[src/rtl/aether_mem_task_master.sv]
// aether_mem_task_master: task-based memory port initiator.
// Accepts a read/write range request, issues a one-cycle task command,
// streams write words to memory and buffers read words in a FWFT FIFO.
module aether_mem_task_master #(
  parameter int unsigned DataWidth     = 16,
  parameter int unsigned AddrWidth     = 32,
  parameter int unsigned ReadFifoDepth = 16,
  parameter int unsigned TimeoutCycles = 1024
) (
  input  logic                 clk_i,
  input  logic                 rst_ni,
  // request
  input  logic                 req_valid_i,
  output logic                 req_ready_o,
  input  logic                 req_write_i,
  input  logic [AddrWidth-1:0] req_start_i,
  input  logic [AddrWidth-1:0] req_end_i,
  // write stream
  input  logic [DataWidth-1:0] wr_data_i,
  input  logic                 wr_valid_i,
  output logic                 wr_ready_o,
  // read stream
  output logic [DataWidth-1:0] rd_data_o,
  output logic                 rd_valid_o,
  input  logic                 rd_ready_i,
  // status
  output logic                 busy_o,
  output logic                 done_o,
  output logic                 error_o,
  // memory side
  output logic [1:0]           mem_command_o,
  output logic [AddrWidth-1:0] mem_start_address_o,
  output logic [AddrWidth-1:0] mem_end_address_o,
  output logic [DataWidth-1:0] mem_data_write_o,
  output logic                 mem_en_o,
  input  logic [DataWidth-1:0] mem_data_read_i,
  input  logic                 mem_data_read_valid_i,
  input  logic                 mem_data_write_ready_i,
  input  logic                 mem_task_finished_i,
  input  logic                 mem_running_i
);

  localparam int unsigned LenW = AddrWidth + 1;
  localparam int unsigned PtrW = $clog2(ReadFifoDepth);
  localparam int unsigned CntW = PtrW + 1;
  localparam int unsigned TmoW = $clog2(TimeoutCycles + 1);

  localparam logic [1:0] CmdIdle  = 2'b00;
  localparam logic [1:0] CmdWrite = 2'b01;
  localparam logic [1:0] CmdRead  = 2'b10;

  typedef enum logic [1:0] {
    ST_IDLE   = 2'd0,
    ST_ISSUE  = 2'd1,
    ST_XFER   = 2'd2,
    ST_FINISH = 2'd3
  } state_e;

  state_e               r_state;
  state_e               w_state_next;

  logic                 r_write;
  logic [AddrWidth-1:0] r_start;
  logic [AddrWidth-1:0] r_end;
  logic [LenW-1:0]      r_len;
  logic [LenW-1:0]      r_count;
  logic                 r_fin_seen;
  logic [TmoW-1:0]      r_tmo;
  logic                 r_error;

  logic [DataWidth-1:0] r_fifo_mem [ReadFifoDepth];
  logic [PtrW-1:0]      r_wr_ptr;
  logic [PtrW-1:0]      r_rd_ptr;
  logic [CntW-1:0]      r_fifo_cnt;

  logic [LenW-1:0]      w_len;
  logic                 w_reject;
  logic [CntW-1:0]      w_fifo_free;
  logic                 w_wait_space;
  logic                 w_req_ready;
  logic                 w_accept;
  logic                 w_go;
  logic                 w_has_room;
  logic                 w_wr_fire;
  logic                 w_rd_word;
  logic                 w_push;
  logic                 w_pop;
  logic                 w_overflow;
  logic                 w_word;
  logic                 w_complete;
  logic                 w_timeout;
  logic                 w_abort;
  logic                 w_unused_running;

  // memory running status carries no sequencing information here
  assign w_unused_running = mem_running_i;

  // request decode: length, rejection and FIFO space back-pressure
  always_comb begin
    w_len        = LenW'(req_end_i) - LenW'(req_start_i) + LenW'(1);
    w_reject     = (req_end_i < req_start_i) || (req_end_i == '0) ||
                   (!req_write_i && (w_len > LenW'(ReadFifoDepth)));
    w_fifo_free  = CntW'(ReadFifoDepth) - r_fifo_cnt;
    w_wait_space = !req_write_i && !w_reject && (w_len > LenW'(w_fifo_free));
    w_req_ready  = (r_state == ST_IDLE) && !(req_valid_i && w_wait_space);
    w_accept     = req_valid_i && w_req_ready;
    w_go         = w_accept && !w_reject;
  end

  // transfer datapath strobes
  always_comb begin
    w_has_room = r_count < r_len;
    w_wr_fire  = (r_state == ST_XFER) && r_write && wr_valid_i &&
                 mem_data_write_ready_i && w_has_room;
    w_rd_word  = (r_state == ST_XFER) && !r_write && mem_data_read_valid_i;
    w_push     = w_rd_word && w_has_room;
    w_overflow = w_rd_word && !w_has_room;
    w_pop      = (r_fifo_cnt != '0) && rd_ready_i;
    w_word     = w_wr_fire || w_push;
    w_complete = (r_count == r_len) && (r_fin_seen || mem_task_finished_i);
    w_timeout  = !w_word && (r_tmo == TmoW'(TimeoutCycles - 1));
    w_abort    = (r_state == ST_XFER) && !w_complete && w_timeout;
  end

  // state register
  always_ff @(posedge clk_i or negedge rst_ni) begin
    if (!rst_ni) begin
      r_state <= ST_IDLE;
    end else begin
      r_state <= w_state_next;
    end
  end

  // next-state and state-derived outputs
  always_comb begin
    w_state_next  = r_state;
    mem_command_o = CmdIdle;
    busy_o        = 1'b1;
    done_o        = 1'b0;
    case (r_state)
      ST_IDLE: begin
        busy_o = 1'b0;
        if (w_go) begin
          w_state_next = ST_ISSUE;
        end
      end
      ST_ISSUE: begin
        mem_command_o = r_write ? CmdWrite : CmdRead;
        w_state_next  = ST_XFER;
      end
      ST_XFER: begin
        if (w_complete) begin
          w_state_next = ST_FINISH;
        end else if (w_timeout) begin
          w_state_next = ST_IDLE;
        end
      end
      ST_FINISH: begin
        done_o       = 1'b1;
        w_state_next = ST_IDLE;
      end
      default: begin
        w_state_next = ST_IDLE;
      end
    endcase
  end

  // task context captured at accept; progress counters during the transfer
  always_ff @(posedge clk_i or negedge rst_ni) begin
    if (!rst_ni) begin
      r_write    <= 1'b0;
      r_start    <= '0;
      r_end      <= '0;
      r_len      <= '0;
      r_count    <= '0;
      r_fin_seen <= 1'b0;
      r_tmo      <= '0;
    end else if (w_go) begin
      r_write    <= req_write_i;
      r_start    <= req_start_i;
      r_end      <= req_end_i;
      r_len      <= w_len;
      r_count    <= '0;
      r_fin_seen <= 1'b0;
      r_tmo      <= '0;
    end else begin
      if (w_word) begin
        r_count <= r_count + LenW'(1);
      end
      if ((r_state == ST_ISSUE || r_state == ST_XFER) && mem_task_finished_i) begin
        r_fin_seen <= 1'b1;
      end
      if (r_state == ST_XFER) begin
        r_tmo <= w_word ? '0 : r_tmo + TmoW'(1);
      end
    end
  end

  // sticky error: set by rejection, surplus read words or timeout
  always_ff @(posedge clk_i or negedge rst_ni) begin
    if (!rst_ni) begin
      r_error <= 1'b0;
    end else if (w_accept) begin
      r_error <= w_reject;
    end else if (w_overflow || w_abort) begin
      r_error <= 1'b1;
    end
  end

  // read FIFO pointers and occupancy
  always_ff @(posedge clk_i or negedge rst_ni) begin
    if (!rst_ni) begin
      r_wr_ptr   <= '0;
      r_rd_ptr   <= '0;
      r_fifo_cnt <= '0;
    end else begin
      if (w_push) begin
        r_wr_ptr <= r_wr_ptr + PtrW'(1);
      end
      if (w_pop) begin
        r_rd_ptr <= r_rd_ptr + PtrW'(1);
      end
      case ({w_push, w_pop})
        2'b10:   r_fifo_cnt <= r_fifo_cnt + CntW'(1);
        2'b01:   r_fifo_cnt <= r_fifo_cnt - CntW'(1);
        default: r_fifo_cnt <= r_fifo_cnt;
      endcase
    end
  end

  // read FIFO storage
  always_ff @(posedge clk_i) begin
    if (w_push) begin
      r_fifo_mem[r_wr_ptr] <= mem_data_read_i;
    end
  end

  assign req_ready_o         = w_req_ready;
  assign error_o             = r_error;
  assign mem_start_address_o = r_start;
  assign mem_end_address_o   = r_end;
  assign wr_ready_o          = w_wr_fire;
  assign mem_en_o            = w_wr_fire;
  assign mem_data_write_o    = w_wr_fire ? wr_data_i : '0;
  assign rd_valid_o          = (r_fifo_cnt != '0);
  assign rd_data_o           = rd_valid_o ? r_fifo_mem[r_rd_ptr] : '0;

endmodule
[config.mk]
export PLATFORM = sky130hd
export DESIGN_NAME = aether_mem_task_master
export DESIGN_NICKNAME = d
export VERILOG_FILES = /design/src/rtl/aether_mem_task_master.sv
export SDC_FILE = /design/constraint.sdc
export NUM_CORES = 1
export LEC_CHECK = 0
export ABC_AREA = 1
export BUFFER_PORTS_ARGS = -buffer_cell sky130_fd_sc_hd__buf_2
export CORE_MARGIN = 2
export CORE_UTILIZATION = 25
export CTS_CLUSTER_DIAMETER = 40
export DETAILED_ROUTE_END_ITERATION = 16
export PLACE_DENSITY = 0.53
export SLEW_MARGIN = 20
export SYNTH_ARGS = -nofsm -noshare
export SYNTH_HDL_FRONTEND = slang
export SYNTH_SLANG_ARGS = --single-unit
[constraint.sdc]
create_clock -name clk_i -period 3.1 [get_ports clk_i]
set_clock_uncertainty 0.1 [all_clocks]
set_input_delay 0.31 -clock clk_i [delete_from_list [all_inputs] [get_ports clk_i]]
set_output_delay 0.31 -clock clk_i [all_outputs]
set_load 0.01 [all_outputs]
==> flow_metrics.env <==
export IMPL_htreeDepth=2
export IMPL_synth_edf_count=256
export IMPL_r2r_slack_ns=-0.53
export IMPL_violations="negative setup slack"
export IMPL_max_freq_ghz=0.273
export IMPL_cp_start_kind="input port"
export IMPL_synth_area_um2=22300
export IMPL_whs_ns=0.0198
export IMPL_grt_pass1_wl_um=108000
export IMPL_routabilityCongestion=0.843
export IMPL_share_comb_of_total_power=0.424
export IMPL_cts_tree="done"
export IMPL_crit_path_max_fanout=3
export IMPL_min_period_ns=3.66
export IMPL_ios=211
export IMPL_synth_nets=2690
export IMPL_yosysMostFrequentCell="nand2_1"
export IMPL_portBuffers=209
export IMPL_route_detailed_drc=0
export IMPL_die_area_um2=91500
export IMPL_core_um2=88400
export IMPL_path_buf_inv=9
export IMPL_initial_utilization=0.252
export IMPL_crit_arrival_ns=3.25
export IMPL_cts_sinks=415
export IMPL_cts_root_buf="clkbuf_16"
export IMPL_rsz0062_at_grt="yes"
export IMPL_power_density_nw_per_um2=708
export IMPL_nNetsFinal=3387
export IMPL_ys_flop_type="edfxtp_1"
export IMPL_hpwl_um=46700
export IMPL_yosysTopAreaCellShare=0.345
export IMPL_via_count=19800
export IMPL_netlist_top_cells_count="514 x nand2_1, 341 x inv_1, 256 x edfxtp_1"
export IMPL_first_iter_violations=1330
export IMPL_numCtsBuffers=57
export IMPL_viasPerCell=4.54
export IMPL_internal_power_mw=14.8
export IMPL_async_flop_share=0.383
export IMPL_max_stage_delay_ns=0.59
export IMPL_placed_area_um2=27500
export IMPL_hold_viol_final=0
export IMPL_ys_seq_elements=415
export IMPL_die_x_um=303
export IMPL_gr_total_overflow=0
export IMPL_maxSlewHeadroom=0.578
export IMPL_p_sw_mw=9.32
export IMPL_rows=109
export IMPL_worst_path_max_delay_cell="fa_2"
export IMPL_die_h_um=303
export IMPL_wl_per_cell_um=16.9
export IMPL_fin_area_um2=34100
export IMPL_drive_above_1_share=0.407
export IMPL_synth_top_cells_by_area="edfxtp_1 34%, dfrtp_1 18%, nand2_1 8.7%, ha_1 6.7%, inv_1 5.7%"
export IMPL_postLayoutSetupSlackWorst_ns=-0.563
export IMPL_seq_power_share=0.308
export IMPL_antenna_found_initial=6
export IMPL_avgSynthCellArea_um2=9.11
export IMPL_postRouteWirelength_um=73800
export IMPL_cp_top_family="simple AND/OR/NAND/NOR gates"
export IMPL_status="finished, violations left"
export IMPL_required_ns=2.69
export IMPL_ys_warnings_count=0
export IMPL_first_pass_iters=5
export IMPL_path_class="in -> out"
export IMPL_min_path_type="in -> reg"
export IMPL_synthToLayoutAreaGrowth_pct=53.2
export IMPL_clockBufferDepth=3
export IMPL_swShare=0.386
export IMPL_clkSlewWorstSetupHoldPaths_ns=0.06
export IMPL_ys_types=48
export IMPL_p_leak_nw=15.3
export IMPL_total_power_mw=24.2
export IMPL_setup_violations_final=421
export IMPL_worst_setup_path_end_kind="primary output"
export IMPL_clock_latency_ns=0.65
export IMPL_cap_violations=0
export IMPL_grt_pass1_vias=19400
export IMPL_finalCritPeriodShare=1.18
export IMPL_ir_worst_vdd_mv=0.562
export IMPL_grtUsageTotal=0.150
export IMPL_slew_violations=0
export IMPL_clockPowerShare=0.268
export IMPL_final_antenna_net_count=0
export IMPL_netlist_instances=2447
export IMPL_seq_area_frac_synth=0.524
export IMPL_worst_pin_slew_ns=0.633
export IMPL_grt_max_degree=83
export IMPL_yosysTopAreaCell="edfxtp_1"
[cell families (layout without fill, tap and decap cells)]
group,Yosys count,after routing,synth area share
XOR/XNOR,39,39,0.0157
flip-flops,415,415,0.524
buffers and inverters,439,1184,0.0799
AND/OR/NAND/NOR,1022,1022,0.195
other,0,4,0
AO/OA/AOI/OAI,395,395,0.103
adder cells (fa/ha/maj),137,137,0.0827
[path summary, 6_finish.rpt]
kind,cells past startpoint,startpoint,end
worst min-delay path,5,req_start_i[18],mem_start_address_o[18]
worst min register to register,1,r_fifo_cnt[4],r_fifo_cnt[4]
max in group asynchronous,3,rst_ni,r_rd_ptr[0]
worst max register to register,23,r_fifo_cnt[1],mem_end_address_o[16]
worst max-delay path,28,req_start_i[14],req_ready_o
min in group asynchronous,2,rst_ni,error_o
[worst min-delay path, cell delays in order]
cell	delay, ns
buf_6	0.10
inv_4	0.05
buf_4	0.09
buf_4	0.09
o21ai_2	0.05
[through the flow]
stage	TNS [ns]	instances	setup slack (ns)	util
after floorplan	-10.79	2447	-0.104	-
after global placement	-109.18	4070	-0.764	0.311
after detailed placement	-115.83	4070	-0.829	0.311
after CTS	-56.58	4296	-0.486	0.354
after global routing	-143.21	4358	-0.731	0.386
final	-79.91	4361	-0.563	0.386
[state kept, by name (all words and copies together) (netlist names), 5 cells and up]
signal and flops:
mem_start_address_o 32, r_fifo_mem 256, r_count 33, r_tmo 11, mem_end_address_o 32, r_fifo_cnt 5
r_len 33
[power by group through the flow]
| stage | registers (mW) | logic (mW) | clock network, mW |
|---|---|---|---|
| detailed placement | 7.40 | 8.37 | 0 |
| CTS | 7.32 | 8.99 | 6.59 |
| floorplan | 7.47 | 4.62 | 0 |
| global placement | 7.41 | 8.28 | 0 |
| global route | 7.56 | 11.3 | 6.83 |
| finish | 7.45 | 10.2 | 6.47 |
[cell usage in the layout (no fill, tap or decap), types with 13 or more instances in the layout]
cell type      Yosys  layout
o22ai_1           18      18
buf_2             10     188
nand2_2            5     133
o21ai_1           43      45
o21ai_2            8      44
a21oi_1           59      44
ha_4               0      22
nand2_4            0      84
o21ai_0          182     142
xor2_1            30      27
buf_4              2     329
nor2_4             0      41
nand4_1           37      37
nor3_1            24      14
buf_12             0      42
ha_1             120      87
dlygate4sd3_1      0      76
buf_6             15      53
nand2_1          514     298
nand3_2            2      40
inv_1            341     281
clkbuf_16          0      78
dfrtp_1          159     158
nor2_2            12      27
a21oi_2            1      13
inv_2             10      58
fa_2               0      15
edfxtp_1         256     256
nor2_1           251     195
o221ai_1          48      48
o211ai_1          18      18
nand3_1          132      85
[metal layers]
metal  GRT usage  share of wire
met5           0        0.00015
met4      0.0376          0.023
met3      0.0226          0.061
met2       0.260           0.49
met1       0.195           0.42
[area by class of cell]
| type | count | area (µm²) |
|---|---|---|
| multi-input cells | 1593 | 11300 |
| fillers | 8716 | 54200 |
| flip-flops and latches | 415 | 11700 |
| well taps | 1165 | 1460 |
| repair buffers | 725 | 6450 |
| clock buffers | 63 | 1450 |
| inverters | 352 | 1390 |
| clock inverters | 44 | 452 |
| diodes | 4 | 10.0 |
[repair_timing]
item,in CTS,in global routing
buffers inserted,39,48
setup endpoints to repair,388,436
hold endpoints to repair,391,0
hold buffers,76,0
pin swaps,94,115
gates resized for setup,204,560
gates cloned,7,24
Power figures use the tool's default switching activity.
